## config.mk

```make
export PLATFORM = sky130hd
export DESIGN_NAME = enc83_seq_scanner
export DESIGN_NICKNAME = d
export VERILOG_FILES = /design/src/rtl/enc83_pkg.sv /design/src/rtl/enc83_seq_scanner_pri_enc83.sv /design/src/rtl/enc83_seq_scanner.sv
export SDC_FILE = /design/constraint.sdc
export NUM_CORES = 1
export LEC_CHECK = 0
export CORE_UTILIZATION = 42
export DETAILED_ROUTE_END_ITERATION = 12
export PLACE_DENSITY = 0.73
export SETUP_SLACK_MARGIN = 0.3
export SYNTH_ARGS = -nofsm -noshare
export SYNTH_HDL_FRONTEND = slang
export SYNTH_SLANG_ARGS = --single-unit
```

## constraint.sdc

```tcl
create_clock -name clk -period 1.7 [get_ports clk]
set_input_delay 0.255 -clock clk [delete_from_list [all_inputs] [get_ports clk]]
set_output_delay 0.255 -clock clk [all_outputs]
set_load 0.03 [all_outputs]
```

## src/rtl/enc83_pkg.sv

```systemverilog
// Shared constants, FSM state type and bit-count helper for the 8-to-3 sequential scanner.
package enc83_pkg;

    localparam int N     = 8;
    localparam int IDX_W = $clog2(N);

    typedef enum logic [0:0] {
        IDLE = 1'b0,
        SCAN = 1'b1
    } state_t;

    // True when vec has at most one bit set; callers qualify with |vec for "exactly one".
    function automatic logic onehot_or_zero(input logic [N-1:0] vec);
        return (vec & (vec - N'(1))) == '0;
    endfunction

endpackage

```

## src/rtl/enc83_seq_scanner_pri_enc83.sv

```systemverilog
// Combinational 8-bit priority encoder: MSB wins by default, LSB wins when
// ENC83_LSB_FIRST_EN is defined.
module pri_enc83
    import enc83_pkg::*;
(
    input  logic [N-1:0]     vec,
    output logic [IDX_W-1:0] idx,
    output logic             any,
    output logic             single
);

    // The last match in loop order wins, so loop direction sets priority.
    always_comb begin
        idx = '0;
`ifdef ENC83_LSB_FIRST_EN
        for (int i = N - 1; i >= 0; i--) begin
            if (vec[i]) idx = IDX_W'(i);
        end
`else
        for (int i = 0; i < N; i++) begin
            if (vec[i]) idx = IDX_W'(i);
        end
`endif
        any    = |vec;
        single = any && onehot_or_zero(vec);
    end

endmodule

```

## src/rtl/enc83_seq_scanner.sv

```systemverilog
// Sequential 8-to-3 encoder: accepts a request vector, emits one index beat per set bit.
// Scan order is MSB-first, or LSB-first when ENC83_LSB_FIRST_EN is defined.
//
// state | meaning
// IDLE  | ready for a new vector, pending is empty
// SCAN  | emitting one index per accepted beat from pending
module enc83_seq_scanner
    import enc83_pkg::*;
(
    input  logic             clk,
    input  logic             rst_n,
    input  logic             req_valid,
    output logic             req_ready,
    input  logic [N-1:0]     req_vec,
    output logic             idx_valid,
    input  logic             idx_ready,
    output logic [IDX_W-1:0] idx,
    output logic             idx_last,
    output logic             busy
);

    state_t           state;
    logic [N-1:0]     pending;
    logic [IDX_W-1:0] enc_idx;
    logic             enc_any;
    logic             enc_single;

    pri_enc83 u_pri_enc83 (
        .vec    (pending),
        .idx    (enc_idx),
        .any    (enc_any),
        .single (enc_single)
    );

    // pending is zero outside SCAN, so idx/idx_last naturally read 0 when idle.
    assign idx      = enc_idx;
    assign idx_last = enc_single;

    always_ff @(posedge clk or negedge rst_n) begin
        if (!rst_n) begin
            state     <= IDLE;
            pending   <= '0;
            req_ready <= 1'b1;
            idx_valid <= 1'b0;
            busy      <= 1'b0;
        end else begin
            case (state)
                IDLE: begin
                    // An all-zero vector completes the handshake and is dropped.
                    if (req_valid && req_ready && (req_vec != '0)) begin
                        pending   <= req_vec;
                        state     <= SCAN;
                        req_ready <= 1'b0;
                        idx_valid <= 1'b1;
                        busy      <= 1'b1;
                    end
                end
                SCAN: begin
                    if (idx_ready && enc_any) begin
                        if (enc_single) begin
                            pending   <= '0;
                            state     <= IDLE;
                            req_ready <= 1'b1;
                            idx_valid <= 1'b0;
                            busy      <= 1'b0;
                        end else begin
                            pending <= pending & ~(N'(1) << enc_idx);
                        end
                    end
                end
                default: begin
                    state     <= IDLE;
                    pending   <= '0;
                    req_ready <= 1'b1;
                    idx_valid <= 1'b0;
                    busy      <= 1'b0;
                end
            endcase
        end
    end

endmodule
```

==> metrics.yaml <==
run:
  cap_viol_max_count: 0
logic_synthesis:
  synthFlopType: "dfrtp_1"
  synth_cell_types: 33
  async_flop_share: 1.00
  synth_edf_count: 0
  synth_top_area_cell: "dfrtp_1"
  synthDominantCellAreaShare: 0.331
  synth_xor_area_frac: 0.0232
  yosys.area_share.simple: 0.212
  ys_seq_elements: 11
  synth_fa_ha_area_frac: 0
  muxShareOfSynthArea: 0
  yosysWarnings: 0
  synth_compound_area_frac: 0.320
  seq_area_frac_synth: 0.366
  avgSynthCellArea_sq_um: 9.45
  synthTopCellsByArea: "dfrtp_1 (33%), a22o_1 (7.0%), nor4b_1 (4.6%)"
  synth_nets: 92
  synth_top_family_by_area: "compound AO/OA/AOI/OAI gates"
  postSynthCellCount: 80
  netlist_area_sq_um: 756
clock_network:
  cts.sinks: 11
  h-tree-depth: 1
  cts_root_buf: "clkbuf_4"
  cts_tree: "yes"
  clkTransAtPathRegs_ps: 70
  postCtsHoldBufs: 0
  cts.path.max_buffers: 2
  clkLatencyLatePin_ps: 270
  numCtsBuffers: 3
floorplanning:
  core_sq_um: 1590
  die_area_sq_um: 1970
  row_count: 14
  die_w_um: 44.4
  pin_count: 19
  initial_core_util: 0.474
  die_y_um: 44.4
global_routing:
  grt_remaining_overflow: 0
  grt_pass1_wl_um: 4130
  grt_start_max_net_pins: 12
  met1_usage: 0.356
  antenna_found_initial: 0
  top_usage_layer: "met2"
  met2_usage: 0.515
  grtUsageTotal: 0.299
  use_met3: 0.0367
  grt_pass1_vias: 907
final_layout:
  fill_cells: 80
  nets: 146
  multi_input_area_sq_um: 576
  n_antenna_cell: 0
  areaGrowthSynthToFinish_pct: 90.4
  regArea_sq_um: 283
  drive_above_1_share: 0.617
  layout_common_cells: "buf_4 (26), buf_6 (15), dlygate4sd2_1 (9)"
  layout_commonest_cell: "buf_4"
pwr:
  pwr-share-clk: 0.381
  pwr-share-comb: 0.080
  finalPower_mw: 0.485
  power_leakage_nw: 0.644
  p_sw_frac: 0.230
  p_int_mw: 0.373
  power.density_nw_per_um2: 337
  peakVddDrop_v: 0.000475
  pwr-share-seq: 0.539
  p_switching_mw: 0.112
routing:
  postRouteWirelength_um: 2840
  wl_per_cell_um: 18.1
  drt_pre_antenna_iters: 4
  postRouteAntennaNets: 0
  drt-initial-drc-count: 16
  num_vias: 905
  vias_per_cell: 5.76
  drc_errors: 0
placement:
  io_buffers: 18
  hpwl_um: 1590
  gp_congestion: 0.825
  pre_cts_slack_ps: -193
timing:
  fmax_ghz: 0.496
  skew_ps: 1.89
  setup_viol: 12
  finalCritPeriodShare: 1.19
  tightest_slew_ps: 560
  report.final.slew_viol_count: 0
  fin_crit_ps: 2020
  timing.final.ws_setup_ps: -316
  hold_viol_final: 0
  rsz0062_at_grt: "yes"
  relSlewSlack: 0.625
  hold-worst-slack_ps: 289
  setup_tns_ps: -1880
critical_path:
  cp_data_arrival_time_ps: 1760
  crit_type: "flop to output port"
  worst-path-max-fanout: 4
  cp_data_required_time_ps: 1440
  startpoint_type: "flop"
  reg2reg_slack_ps: -210
  end_kind: "output port"
worst_hold_path:
  hp-class: "primary input to flop"
run_status:
  outcome: "finished with violations"
  violations: "negative setup slack"
layout make-up:
cell class,instances,share of cell area
tap,24,0.0209
multi-input combinational,59,0.400
sequential,11,0.197
timing repair buffer,56,0.355
inverter,3,0.00957
clock buffer,4,0.0183
registers in the layout, indices dropped and copies added, names as in the netlist:
name	cells
req_ready	1
busy	1
pending	8
state	1
layer usage:
layer | share of wire | vias to the layer above | routed length, um
met3 | 0.049 | 13 | 138
met5 | 0 | - | 0
met1 | 0.39 | 442 | 1100
met2 | 0.54 | 42 | 1520
met4 | 0.028 | 0 | 80
li1 | - | 408 | -
power groups by stage:
stage               clock, mW  sequential (mW)  combinational (mW)
global route            0.199            0.261              0.0408
detailed placement          0            0.267              0.0399
global placement            0            0.267              0.0389
CTS                     0.189            0.261              0.0372
floorplan                   0            0.267             0.00184
finish                  0.185            0.261              0.0386
kinds of logic after synthesis:
group,Yosys count
buffers and inverters,10
xor gates and xnor gates,2
DFF,11
and+or+nand+nor,28
AOI/OAI and AO/OA,29
synth_stat cells (all sizes together) (2+ instances only):
cell type  instances
nor2               7
nor3               3
a22o               6
or4                4
o21ai             11
a211oi             2
buf                6
nand2              6
nor4b              4
inv                3
xor2               2
dfrtp             10
timing repair:
action | CTS | global route
resized for setup | 56 | 23
setup endpoints to repair | 18 | 16
pin swaps | 14 | 17
setup buffers | 13 | 4
final timing paths:
check / start / to / depth (start not counted)
worst max-delay path: pending[4] / idx_last / 5
worst min-delay path: req_vec[2] / pending[2] / 2
worst max register to register: pending[4] / pending[1] / 6
worst min register to register: busy / busy / 2
max in group asynchronous: rst_n / pending[6] / 1
min in group asynchronous: rst_n / pending[0] / 1
worst max-delay path, cell delays in order (launching register included):
cell	delay (ps)
dfrtp_1	440
or4_4	540
buf_6	140
o22a_4	200
inv_4	50
buf_6	120
through the flow:
stage	utilization	area (sq um)	instances
after global placement	0.683	1090	136
after global routing	0.903	1440	157
final	0.903	1440	157
after detailed placement	0.683	1090	136
after CTS	0.834	1330	153
after floorplan	-	778	80
Note: power is estimated with default switching activity, not from simulation.
